## config.mk

```make
export PLATFORM = sky130hd
export DESIGN_NAME = hazard_unit_flat
export DESIGN_NICKNAME = d
export VERILOG_FILES = /design/src/rtl/hazard_unit_pkg.sv /design/src/rtl/hazard_unit_if.sv /design/src/rtl/hazard_unit_hist_stage.sv /design/src/rtl/hazard_unit.sv /design/src/flat_wrapper.sv
export SDC_FILE = /design/constraint.sdc
export NUM_CORES = 1
export LEC_CHECK = 0
export ABC_AREA = 1
export CAP_MARGIN = 10
export CORE_ASPECT_RATIO = 0.75
export CORE_MARGIN = 4
export CORE_UTILIZATION = 40
export DETAILED_ROUTE_END_ITERATION = 16
export PLACE_DENSITY_LB_ADDON = 0.05
export SLEW_MARGIN = 30
export SYNTH_ARGS = -nofsm -noshare
export SYNTH_HDL_FRONTEND = slang
export SYNTH_HIERARCHICAL = 1
export SYNTH_SLANG_ARGS = --single-unit
```

## constraint.sdc

```tcl
create_clock -name clk -period 4.7 [get_ports clk]
set_input_delay 0.47 -clock clk [delete_from_list [all_inputs] [get_ports clk]]
set_output_delay 0.47 -clock clk [all_outputs]
set_load 0.02 [all_outputs]
```

## src/rtl/hazard_unit_pkg.sv

```systemverilog
// Shared defaults and history-entry layout for the pipeline hazard unit.
// An entry is packed as {valid, wr, is_load, rd} with rd in the low bits.
package hazard_unit_pkg;

  localparam int REG_W_DEF = 3;
  localparam int DEPTH_DEF = 4;
  localparam int DEPTH_MAX = 8;
  localparam int CNT_W_DEF = 16;

  localparam int FWD_NONE = 0;
  localparam int FWD_FULL = 1;

  // Control bits sit above the rd field; offsets are relative to REG_W.
  localparam int HIST_CTRL_W  = 3;
  localparam int HIST_VLD_OFS = 2;
  localparam int HIST_WR_OFS  = 1;
  localparam int HIST_LD_OFS  = 0;

  function automatic int hist_w(input int reg_w);
    return reg_w + HIST_CTRL_W;
  endfunction

endpackage

```

## src/rtl/hazard_unit_if.sv

```systemverilog
// Decode-stage view handed to the hazard unit, plus its stall response.
interface hazard_unit_if
  import hazard_unit_pkg::*;
#(
  parameter int REG_W = REG_W_DEF,
  parameter int CNT_W = CNT_W_DEF
);

  logic             id_valid;
  logic [REG_W-1:0] id_rs;
  logic             id_rs_used;
  logic [REG_W-1:0] id_rt;
  logic             id_rt_used;
  logic [REG_W-1:0] id_rd;
  logic             id_rd_wr;
  logic             id_is_load;
  logic             flush;
  logic             clr_cnt;
  logic             stall;
  logic [CNT_W-1:0] stall_cnt;

  modport master (
    output id_valid, id_rs, id_rs_used, id_rt, id_rt_used,
    output id_rd, id_rd_wr, id_is_load, flush, clr_cnt,
    input  stall, stall_cnt
  );

  modport slave (
    input  id_valid, id_rs, id_rs_used, id_rt, id_rt_used,
    input  id_rd, id_rd_wr, id_is_load, flush, clr_cnt,
    output stall, stall_cnt
  );

endinterface

```

## src/rtl/hazard_unit_hist_stage.sv

```systemverilog
// One in-flight history entry: async-reset register that a flush clears.
module hazard_hist_stage #(
  parameter int W = 6
) (
  input  logic         clk,
  input  logic         rst,
  input  logic         flush,
  input  logic [W-1:0] d,
  output logic [W-1:0] q
);

  always_ff @(posedge clk or posedge rst) begin
    if (rst) begin
      q <= '0;
    end else if (flush) begin
      q <= '0;
    end else begin
      q <= d;
    end
  end

endmodule

```

## src/rtl/hazard_unit.sv

```systemverilog
// Interlock for an in-order pipeline: stalls decode while a source depends on
// an in-flight writer, and counts stall cycles in a saturating counter.
module hazard_unit
  import hazard_unit_pkg::*;
#(
  parameter int REG_W    = REG_W_DEF,
  parameter int DEPTH    = DEPTH_DEF,
  parameter int FWD_MODE = FWD_NONE,
  parameter int CNT_W    = CNT_W_DEF
) (
  input logic           clk,
  input logic           rst,
  hazard_unit_if.slave  hz
);

  localparam int HW     = hist_w(REG_W);
  localparam int VLD_B  = REG_W + HIST_VLD_OFS;
  localparam int WR_B   = REG_W + HIST_WR_OFS;
  localparam int LD_B   = REG_W + HIST_LD_OFS;

  logic [HW-1:0]    hist_d [1:DEPTH];
  logic [HW-1:0]    hist_q [1:DEPTH];
  logic [DEPTH:1]   rs_hit;
  logic [DEPTH:1]   rt_hit;
  logic             dep_any;
  logic             dep_load;
  logic             dep;
  logic             stall;
  logic [CNT_W-1:0] cnt_q;

  // A stalled decode slot enters EX as a bubble.
  assign hist_d[1] = {hz.id_valid & ~stall, hz.id_rd_wr, hz.id_is_load, hz.id_rd};

  for (genvar k = 1; k <= DEPTH; k++) begin : g_stage
    if (k > 1) begin : g_chain
      assign hist_d[k] = hist_q[k-1];
    end
    hazard_hist_stage #(.W(HW)) u_stage (
      .clk   (clk),
      .rst   (rst),
      .flush (hz.flush),
      .d     (hist_d[k]),
      .q     (hist_q[k])
    );
  end

  always_comb begin
    rs_hit = '0;
    rt_hit = '0;
    for (int k = 1; k <= DEPTH; k++) begin
      rs_hit[k] = hz.id_rs_used & hist_q[k][VLD_B] & hist_q[k][WR_B] &
                  (hist_q[k][REG_W-1:0] == hz.id_rs);
      rt_hit[k] = hz.id_rt_used & hist_q[k][VLD_B] & hist_q[k][WR_B] &
                  (hist_q[k][REG_W-1:0] == hz.id_rt);
    end
  end

  // The last entry still counts: its WB write reaches ID via the regfile bypass
  // only in the same cycle, so the reader must wait until it has left.
  assign dep_any  = |(rs_hit | rt_hit);
  assign dep_load = (rs_hit[1] | rt_hit[1]) & hist_q[1][LD_B];
  assign dep      = (FWD_MODE == FWD_NONE) ? dep_any : dep_load;
  assign stall    = hz.id_valid & dep & ~hz.flush;

  always_ff @(posedge clk or posedge rst) begin
    if (rst) begin
      cnt_q <= '0;
    end else if (hz.clr_cnt) begin
      cnt_q <= '0;
    end else if (stall && (cnt_q != '1)) begin
      cnt_q <= cnt_q + 1'b1;
    end
  end

  assign hz.stall     = stall;
  assign hz.stall_cnt = cnt_q;

endmodule

```

## src/flat_wrapper.sv

```systemverilog
// flat-port wrapper written by rule: the top's interface ports become plain ports
module hazard_unit_flat import hazard_unit_pkg::*;
#(
  parameter int REG_W    = REG_W_DEF,
  parameter int DEPTH    = DEPTH_DEF,
  parameter int FWD_MODE = FWD_NONE,
  parameter int CNT_W    = CNT_W_DEF
)
  (clk, rst, hz_id_valid, hz_id_rs, hz_id_rs_used, hz_id_rt, hz_id_rt_used, hz_id_rd, hz_id_rd_wr, hz_id_is_load, hz_flush, hz_clr_cnt, hz_stall, hz_stall_cnt);
  hazard_unit_if #(.REG_W(REG_W), .CNT_W(CNT_W)) hz_i ();
  input logic clk;
  input logic rst;
  input wire logic [$bits(hz_i.id_valid)-1:0] hz_id_valid;
  input wire logic [$bits(hz_i.id_rs)-1:0] hz_id_rs;
  input wire logic [$bits(hz_i.id_rs_used)-1:0] hz_id_rs_used;
  input wire logic [$bits(hz_i.id_rt)-1:0] hz_id_rt;
  input wire logic [$bits(hz_i.id_rt_used)-1:0] hz_id_rt_used;
  input wire logic [$bits(hz_i.id_rd)-1:0] hz_id_rd;
  input wire logic [$bits(hz_i.id_rd_wr)-1:0] hz_id_rd_wr;
  input wire logic [$bits(hz_i.id_is_load)-1:0] hz_id_is_load;
  input wire logic [$bits(hz_i.flush)-1:0] hz_flush;
  input wire logic [$bits(hz_i.clr_cnt)-1:0] hz_clr_cnt;
  output wire logic [$bits(hz_i.stall)-1:0] hz_stall;
  output wire logic [$bits(hz_i.stall_cnt)-1:0] hz_stall_cnt;
  assign hz_i.id_valid = hz_id_valid;
  assign hz_i.id_rs = hz_id_rs;
  assign hz_i.id_rs_used = hz_id_rs_used;
  assign hz_i.id_rt = hz_id_rt;
  assign hz_i.id_rt_used = hz_id_rt_used;
  assign hz_i.id_rd = hz_id_rd;
  assign hz_i.id_rd_wr = hz_id_rd_wr;
  assign hz_i.id_is_load = hz_id_is_load;
  assign hz_i.flush = hz_flush;
  assign hz_i.clr_cnt = hz_clr_cnt;
  assign hz_stall = hz_i.stall;
  assign hz_stall_cnt = hz_i.stall_cnt;
  hazard_unit #(.REG_W(REG_W), .DEPTH(DEPTH), .FWD_MODE(FWD_MODE), .CNT_W(CNT_W)) u_core (.clk(clk), .rst(rst), .hz(hz_i));
endmodule
```

==> results.toml <==
[outcome]
status = "finished clean"

[worst_setup_path]
setup.worst_path.end_class = "output pin"
path_max_fanout = 5
start_kind = "input pin"
critPathArrivalTime_ps = 2560
criticalPathCategory = "in -> out"
required_ps = 4230

[timing]
drv_slew = 0
finClkSkew_ps = 8.56
relSlewSlack_pct = 54.9
period_needed_ps = 3030
fin_crit_sh_pct = 64.4
setup-violations-final = 0
hold_violations = 0
fmax_ghz = 0.330
rsz0062_at_grt = "no"
setup_tns_ps = 0
tightestPinTransition_ps = 676
holdWs_ps = 480

[power_and_ir_drop]
p_leak_nw = 1.34
peakVddDrop_mv = 0.174
power_density_mw_per_mm2 = 241
power.total_mw = 0.652

[floorplan]
rows = 23
dieArea_mm2 = 0.00680
core_area_mm2 = 0.00535
die_w_um = 93.9
initial_utilization_pct = 41.4
dieHeight_um = 72.4
pin_count = 35

[global_route]
grt_pass1_vias = 1627
antenna_found_initial = 0
grt_max_degree = 23
grt_overflow = 0
grt_pass1_wl_um = 8280
grtUsageTotal_pct = 16.1

[layout]
fin_nets = 379
stdcell_count = 435
design_area_mm2 = 0.00270
area_delta_synth_final_pct = 22.1
drive_above_1_share_pct = 5.00
antenna_cells = 0

[clock_network]
root_buffer = "clkbuf_8"
clk_latency_ps = 290
cts_buffers = 5
cts_resized = 0
cts_hold_buffers = 0
clock_sinks = 36
cts_tree = "done"
post_cts_buffers = 0
clk_path_buf_depth = 2
clkTransAtPathRegs_ps = 70
ctsHtreeMaxLevel = 2

[detailed_routing]
drt_wl_total_um = 5070
dr.pass1.iters = 5
drcViolationCount = 0
antenna_left = 0
vias = 1926
viasPerCell = 4.43
routedWlPerCell_um = 11.7
drt-initial-drc-count = 93

[place]
dp.cells = 428
gp_congestion = 0.797
placed_cell_area_mm2 = 0.00261
dpl.hpwl_um = 3660
port_buffers = 33

[yosys]
syn_area_mm2 = 0.00221
yosysWarningCount = 6
syn_nets = 344
avgSynthCellArea_um2 = 6.81
syn_inst = 325

[hold_path]
worstHoldPathType = "reg -> reg"

[flow_run]
cap_viol_max_count = 0
critical path, stage by stage:
cell and delay, ps:
clkdlybuf4s50_1 590, inv_1 150, nand2_1 80, nand2_1 50, nor2_1 100, nand3_1 70, nand2_1 70, nor2_1 40
nand2_1 110, nand2_1 60, nor2_1 120, clkdlybuf4s50_1 630
cell usage in the layout (no fill, tap or decap), drive strengths merged:
| master | instances |
|---|---|
| clkdlybuf4s50 | 33 |
| o21bai | 2 |
| ha | 1 |
| nor3 | 5 |
| clkbuf | 7 |
| nand4 | 5 |
| inv | 54 |
| nand3b | 1 |
| xor2 | 3 |
| dfrtp | 36 |
| a21oi | 2 |
| xnor2 | 11 |
| nor3b | 3 |
| buf | 1 |
| clkinv | 1 |
| nand2 | 111 |
| nor2 | 60 |
| nand3 | 24 |
stage by stage:
stage                     util [%]  setup WS [ps]
after floorplan                  -           2810
after global placement        48.7           1650
after detailed placement      48.7           1650
after CTS                     50.5           1650
after global routing          50.5           1440
final                         50.5           1670
registers in the layout (all words and copies together), names as in the netlist:
signal,count
u_core/g_stage.u_stage/q,20
u_core/hz.stall_cnt,16
routing by layer:
metal	GRT usage [%]	wire (um)
met2	19.5	1870
met5	0	0
met1	26.8	2860
met3	3.63	286
met4	5.29	50
path summary, 6_finish.rpt:
kind,start,end,slack (ps),cells after the start
worst max-delay path,hz_id_rs[1],hz_stall,1670,12
worst min-delay path,u_core/g_stage[2].u_stage/q[4],u_core/g_stage[3].u_stage/q[4],480,2
worst max register to register,u_core/hz.stall_cnt[0],u_core/hz.stall_cnt[8],2710,12
worst min register to register,u_core/g_stage[2].u_stage/q[4],u_core/g_stage[3].u_stage/q[4],480,2
max in group asynchronous,rst,u_core/hz.stall_cnt[0],3500,2
min in group asynchronous,rst,u_core/g_stage[3].u_stage/q[4],560,2
final cells by class:
type	count	area (um2)
clock buffer	7	96.3
fill	562	2650
inverter	55	206
multi-input combinational	228	1070
sequential	36	901
tap	75	93.8
timing repair buffer	34	338
report_power, final:
group / internal [mW] / switching (mW)
sequential: 0.318 / 0.00941
clock: 0.131 / 0.111
combinational: 0.0339 / 0.0490
Power figures use the tool's default switching activity.
